File: src/rtl/gcn_transform_fsm.sv
// Sequencer for the GCN feature x weight transformation stage.
// Loads each weight column into the scratch pad, then writes one product per feature row.
module gcn_transform_fsm #(
    parameter int FEATURE_ROWS          = 6,
    parameter int WEIGHT_COLS           = 3,
    parameter int ADDRESS_WIDTH         = 13,
    parameter int WEIGHT_ADDR_BASE      = 0,
    parameter int FEATURE_ADDR_BASE     = 512,
    parameter int COUNTER_WEIGHT_WIDTH  = $clog2(WEIGHT_COLS),
    parameter int COUNTER_FEATURE_WIDTH = $clog2(FEATURE_ROWS)
) (
    input  logic                             clk,
    input  logic                             reset,
    input  logic                             start,
    output logic [ADDRESS_WIDTH-1:0]         read_address,
    output logic                             enable_read,
    output logic                             enable_scratch_pad,
    output logic                             enable_write_fm_wm_prod,
    output logic [COUNTER_FEATURE_WIDTH-1:0] fm_wm_write_row,
    output logic [COUNTER_WEIGHT_WIDTH-1:0]  fm_wm_write_col,
    output logic                             done
);

    // state     | meaning
    // S_IDLE    | waiting for start
    // S_READ_W  | read strobe for weight column wcnt
    // S_LOAD_W  | capture returned column into the scratch pad
    // S_READ_F  | read strobe for feature row fcnt
    // S_WRITE_P | commit product (fcnt, wcnt)
    // S_DONE    | all products written; held until start drops
    typedef enum logic [2:0] {
        S_IDLE,
        S_READ_W,
        S_LOAD_W,
        S_READ_F,
        S_WRITE_P,
        S_DONE
    } state_t;

    localparam logic [COUNTER_FEATURE_WIDTH-1:0] F_LAST = COUNTER_FEATURE_WIDTH'(FEATURE_ROWS - 1);
    localparam logic [COUNTER_WEIGHT_WIDTH-1:0]  W_LAST = COUNTER_WEIGHT_WIDTH'(WEIGHT_COLS - 1);
    localparam logic [ADDRESS_WIDTH-1:0]         W_BASE = ADDRESS_WIDTH'(WEIGHT_ADDR_BASE);
    localparam logic [ADDRESS_WIDTH-1:0]         F_BASE = ADDRESS_WIDTH'(FEATURE_ADDR_BASE);

    state_t                           state, state_nxt;
    logic [COUNTER_FEATURE_WIDTH-1:0] fcnt, fcnt_nxt;
    logic [COUNTER_WEIGHT_WIDTH-1:0]  wcnt, wcnt_nxt;

    always_ff @(posedge clk or posedge reset) begin
        if (reset) begin
            state <= S_IDLE;
            fcnt  <= '0;
            wcnt  <= '0;
        end else begin
            state <= state_nxt;
            fcnt  <= fcnt_nxt;
            wcnt  <= wcnt_nxt;
        end
    end

    always_comb begin
        state_nxt = state;
        fcnt_nxt  = fcnt;
        wcnt_nxt  = wcnt;
        case (state)
            S_IDLE: begin
                if (start) state_nxt = S_READ_W;
            end
            S_READ_W:  state_nxt = S_LOAD_W;
            S_LOAD_W:  state_nxt = S_READ_F;
            S_READ_F:  state_nxt = S_WRITE_P;
            S_WRITE_P: begin
                // Terminal-count compare so non-power-of-two sizes never wrap.
                if (fcnt != F_LAST) begin
                    fcnt_nxt  = fcnt + 1'b1;
                    state_nxt = S_READ_F;
                end else begin
                    fcnt_nxt = '0;
                    if (wcnt != W_LAST) begin
                        wcnt_nxt  = wcnt + 1'b1;
                        state_nxt = S_READ_W;
                    end else begin
                        state_nxt = S_DONE;
                    end
                end
            end
            S_DONE: begin
                if (!start) begin
                    state_nxt = S_IDLE;
                    wcnt_nxt  = '0;
                end
            end
            default: begin
                state_nxt = S_IDLE;
                fcnt_nxt  = '0;
                wcnt_nxt  = '0;
            end
        endcase
    end

    always_comb begin
        read_address            = '0;
        enable_read             = 1'b0;
        enable_scratch_pad      = 1'b0;
        enable_write_fm_wm_prod = 1'b0;
        done                    = 1'b0;
        fm_wm_write_row         = fcnt;
        fm_wm_write_col         = wcnt;
        case (state)
            S_READ_W: begin
                enable_read  = 1'b1;
                read_address = W_BASE + ADDRESS_WIDTH'(wcnt);
            end
            S_LOAD_W:  enable_scratch_pad = 1'b1;
            S_READ_F: begin
                enable_read  = 1'b1;
                read_address = F_BASE + ADDRESS_WIDTH'(fcnt);
            end
            S_WRITE_P: enable_write_fm_wm_prod = 1'b1;
            S_DONE:    done = 1'b1;
            default:   ;
        endcase
    end

endmodule

File: config.mk
export PLATFORM = sky130hd
export DESIGN_NAME = gcn_transform_fsm
export DESIGN_NICKNAME = d
export VERILOG_FILES = /design/src/rtl/gcn_transform_fsm.sv
export SDC_FILE = /design/constraint.sdc
export NUM_CORES = 1
export LEC_CHECK = 0
export CORE_MARGIN = 1.5
export CORE_UTILIZATION = 43
export DETAILED_ROUTE_END_ITERATION = 6
export PLACE_DENSITY = 0.85
export SLEW_MARGIN = 20
export SYNTH_ARGS = -nofsm -noshare
export SYNTH_HDL_FRONTEND = slang
export SYNTH_SLANG_ARGS = --single-unit
File: constraint.sdc
create_clock -name clk -period 2.24 [get_ports clk]
set_input_delay 0.448 -clock clk [delete_from_list [all_inputs] [get_ports clk]]
set_output_delay 0.448 -clock clk [all_outputs]
set_load 0.03 [all_outputs]
; ---- Word-level counts from Yosys, hierarchy flattened
; Cells that the tools add are included.
[classes]
n_addsub = 3
mul = 0
div = 0
magnitude_cmp = 0
eq_ne = 11
shifts = 0
muxes = 16
bitwise_logic = 1
n_reduce_logical = 6
[op_table]
columns = cell, n
row1 = 11-bit one-hot mux with 2 select lines, 1
row2 = 3-bit one-hot mux with 6 select lines, 1
row3 = 3-bit two-way mux, 5
row4 = 10-bit by 3-bit adder with 11-bit output (first input constant), 1
row5 = 2-bit inequality test (second input constant), 5
row6 = 3-bit by 2-bit equality test with 1-bit output (second input constant), 2
row7 = 3-bit equality test (second input constant), 2
row8 = 2-bit two-way mux, 3
row9 = 2-bit one-hot mux with 3 select lines, 1
row10 = 3-bit one-hot mux with 2 select lines, 1
row11 = 5-bit OR reduction, 1
row12 = 1-bit two-way mux, 4
row13 = 4-bit AND reduction, 1
row14 = 4-bit OR reduction, 1
row15 = 3-bit by 1-bit adder with 3-bit output (second input constant), 1
row16 = 3-bit by 1-bit equality test with 1-bit output (second input constant), 1
row17 = 3-bit logical NOT, 1
row18 = 3-bit inequality test (second input constant), 1
row19 = 2-bit by 1-bit adder with 2-bit output (second input constant), 1
row20 = 2-bit AND reduction, 1
row21 = 2-bit OR reduction, 1
row22 = 1-bit NOT, 1
[word_totals]
regBits = 8
latch_bits = 0
ram_bits = 0
mem_bits_ro = 0
inputBits = 3
output_inout_bits = 22
word_cells = 40
memories = 0

; ---- Logic depth before layout (Yosys ltp)
[logic_depth]
word_depth = 4
depth_mapped = 5
ltp_nobuf = 5

; ---- Worst setup path before layout
; No wires, ideal clock.
[synth_path]
kind = flip-flop to output port
startpoint = register state[0]
endpoint = output port read_address[2]
arrival_time_ps = 1522
required_time_ps = 1792
slack_ps = 270
path_stages_with_launch = 5
path_buffers = 1
cell_sequence = dfrtp_1 clkbuf_1 nand2_1 nor2_1 and2_1
[synth_via]
elab_chain_cells = 2
word_cells_on_any_way = 3
cone_classes = eq/ne: 2 / mux: 1
[synth_lines]
columns = element, line_no
row1 = from (decl), 45  ; state_t state, state_nxt;
row2 = from (signal assigned), 55  ; state <= state_nxt;
row3 = 3-bit by 2-bit equality test with 1-bit output or 3-bit by 1-bit equality test with 1-bit output (tied branches), 109  ; case (state)
row4 = 11-bit one-hot mux with 2 select lines *, 109
row5 = to (decl), 15  ; output logic [ADDRESS_WIDTH-1:0] read_address,
; Every way passes the cells marked *; elsewhere a longest branch is shown, timed or not.

; ---- Worst setup path after layout
[layout_path]
startpoint = register state[2]
endpoint = output port enable_read
[layout_via]
elab_chain_cells = 3
word_cells_on_any_way = 4
cone_classes = eq/ne: 2 / mux: 1 / reduce/logical: 1
[layout_lines]
columns = element, line_no
row1 = 3-bit by 2-bit equality test with 1-bit output or 3-bit by 1-bit equality test with 1-bit output (tied branches), 109
row2 = 2-bit OR reduction (no source line) *, n/a
row3 = 1-bit two-way mux *, 109
row4 = to (decl), 16  ; output logic enable_read,
; Marks and branches as above.

==> impl_metrics.toml <==
[yosys]
yosys_warnings = 0
synth.avg_cell_area_um2 = 8.99
synth_top_area_share_pct = 34.3
yosys.area.top_type = "dfrtp_1"
synth_area_leaders = "dfrtp_1 34%, buf_4 12%, inv_1 4.5%, nor2_1 4.5%, mux2i_1 3.4%"
synth_common_cells = "9 x buf_4, 8 x dfrtp_1, 7 x inv_1, 7 x nor2_1, 3 x nand2b_1"
yosys.cell_count.top_type = "buf_4"
synth_cell_types = 29
synth_edf_count = 0
ys_seq_area_share_pct = 34.3
synth-seq-cells = 8
synth_cells = 65
ys.flop_type = "dfrtp_1"
syn-cell-area_um2 = 584
synthArstFlopShare_pct = 100

[power]
irDropWorstVdd_mv = 0.644
totalPowerFinal_w = 0.00106
leakagePower_nw = 0.394
power_density_nw_per_um2 = 1430

[place]
io_buffers = 15
dp_hpwl_um = 860
place.gp.congestion = 0.800

[clock_tree]
cts-hold-fix-buffers = 0
root_buffer = "clkbuf_4"
ctsLongestPathBuffers = 2
clk_latency_ns = 0.26
clkTransAtPathRegs_ns = 0.05
clock_sinks = 8
cts_setup_buffers = 0
cts_tree = "built"
cts_max_level = 1
cts_buffers = 3

[floorplan]
fp.coreArea_um2 = 1280
num_rows = 13
start_util_pct = 45.5
pin_count = 25
die_h_um = 39.9
die_w_um = 39.9
die-area_um2 = 1590

[global_route]
antenna_found_initial = 0
grt_usage_pct = 19.4
grt_pass1_vias = 422
grt_max_degree = 11
grt_pass1_wl_um = 1860
grt_overflow = 0

[layout]
syn2layout_area_growth_pct = 27.2
n_antenna_cell = 0
nFillCells = 140
fin_nets = 88
drive_above_1_share_pct = 13.4

[worst_setup_path]
crit_path_cell_trace = "buf_4, nand2b_1, inv_1, clkdlybuf4s50_1"
crit_type = "reg2out"
slowest_stage = "clkdlybuf4s50_1"
worst_ep_arrival_time_ns = 1.71
startpoint_type = "flop"
crit_path_end_kind = "primary output"
cp.buffers_inverters = 3
cp_max_fo = 10
max_stage_delay_ns = 0.66
cp.required_ns = 1.79
crit_family = "buffers and inverters"

[timing]
tns_ns = 0
timing.final.crit_share_pct = 96.3
rsz0062_at_grt = "false"
hold_viol = 0
finClkSkew_ns = 0.000647
min_period_ns = 2.16
slew_violations = 0
fmax_mhz = 464
finalSetupViolations = 0

[hold_path]
hold_class = "in2async"

[run]
maxCapViolCount = 0

[routing]
drc = 0
drtAntennaViolNets = 0
via_per_inst = 5.02
drt_iter0_markers = 6
wirelength_um = 1140
wl_per_cell_um = 11.7
dr_total_vias = 487
first_pass_iters = 4

[outcome]
outcome = "complete, no violations"
-- logic make-up (layout without fill, tap and decap cells) --
group | Yosys count | count (layout) | synth area share (%)
and+or+nand+nor | 21 | 21 | 21.0
AOI/OAI and AO/OA | 12 | 12 | 17.8
DFF | 8 | 8 | 34.3
buffers and inverters | 19 | 28 | 19.3
xor gates and xnor gates | 1 | 1 | 1.50
adders and majority gates | 1 | 1 | 2.14
other | 1 | 9 | 0.642
muxes | 2 | 2 | 3.43
-- placed cells by master, fill, tap and decap left out, drive strengths merged, types with 2 or more instances in the layout --
cell type / count
dfrtp: 8
a31oi: 2
clkbuf: 3
dlygate4sd2: 3
nand2: 2
inv: 7
nor2b: 2
and2: 2
o22ai: 3
nor2: 7
dlymetal6s2s: 2
mux2i: 2
o21ai: 2
conb: 9
clkdlybuf4s50: 10
buf: 3
nand2b: 3
-- state kept, by name (all words and copies together) (netlist names) --
| register | flops |
|---|---|
| state | 3 |
| fm_wm_write_row | 3 |
| fm_wm_write_col | 2 |
-- power breakdown --
group / switching [W] / total [W] / internal, W
clock: 0.0000507 / 0.000112 / 0.0000614
sequential: 0.0000672 / 0.000270 / 0.000202
combinational: 0.000386 / 0.000683 / 0.000296
total: 0.000504 / 0.00106 / 0.000560
-- stage by stage --
stage	hold slack [ns]	instance area, um2	worst slack, ns	cells	util [%]
after floorplan	0.264	614	0.270	73	-
after global placement	0.579	719	0.236	94	56.0
after detailed placement	0.578	719	0.210	94	56.0
after CTS	0.440	738	0.00744	97	57.4
after global routing	0.469	743	0.00280	97	57.8
final	0.433	743	0.0839	97	57.8
-- worst paths after layout --
check / start / end / slack [ns] / cells after the start
max in group asynchronous: reset / fm_wm_write_row[1]$_DFFE_PP0N_ / 1.58 / 2
max: state[2]$_DFFE_PP0P_ / enable_read / 0.08 / 4
min: reset / state[2]$_DFFE_PP0P_ / 0.43 / 2
min reg2reg: fm_wm_write_col[0]$_DFFE_PP0P_ / fm_wm_write_col[0]$_DFFE_PP0P_ / 0.60 / 2
max reg2reg: fm_wm_write_col[0]$_DFFE_PP0P_ / fm_wm_write_col[1]$_DFFE_PP0P_ / 0.78 / 5
min in group clk: fm_wm_write_col[0]$_DFFE_PP0P_ / fm_wm_write_col[0]$_DFFE_PP0P_ / 0.60 / 2
-- per-layer routing --
| metal | vias up | global-route usage [%] | part of all wire, % |
|---|---|---|---|
| met5 | - | 0 | 0 |
| met4 | 0 | 18.1 | 4.2 |
| met3 | 4 | 6.82 | 6.6 |
| met2 | 21 | 28.2 | 47 |
| met1 | 224 | 21.2 | 42 |
| li1 | 238 | - | - |
-- what timing repair did --
action | 4_1_cts | 5_1_grt
resized for setup | 3 | 2
pin swaps | 0 | 0
endpoints found under the setup margin | 3 | 2
-- final cells by class --
type	instances	area, um2	area share, %
Clock buffer	3	22.5	3.03
Tap cell	15	18.8	2.53
Multi-Input combinational cell	46	302	40.6
Sequential cell	8	200	26.9
Inverter	7	26.3	3.54
Timing Repair Buffer	18	174	23.4
No activity file was read; power rests on OpenSTA's default activity.
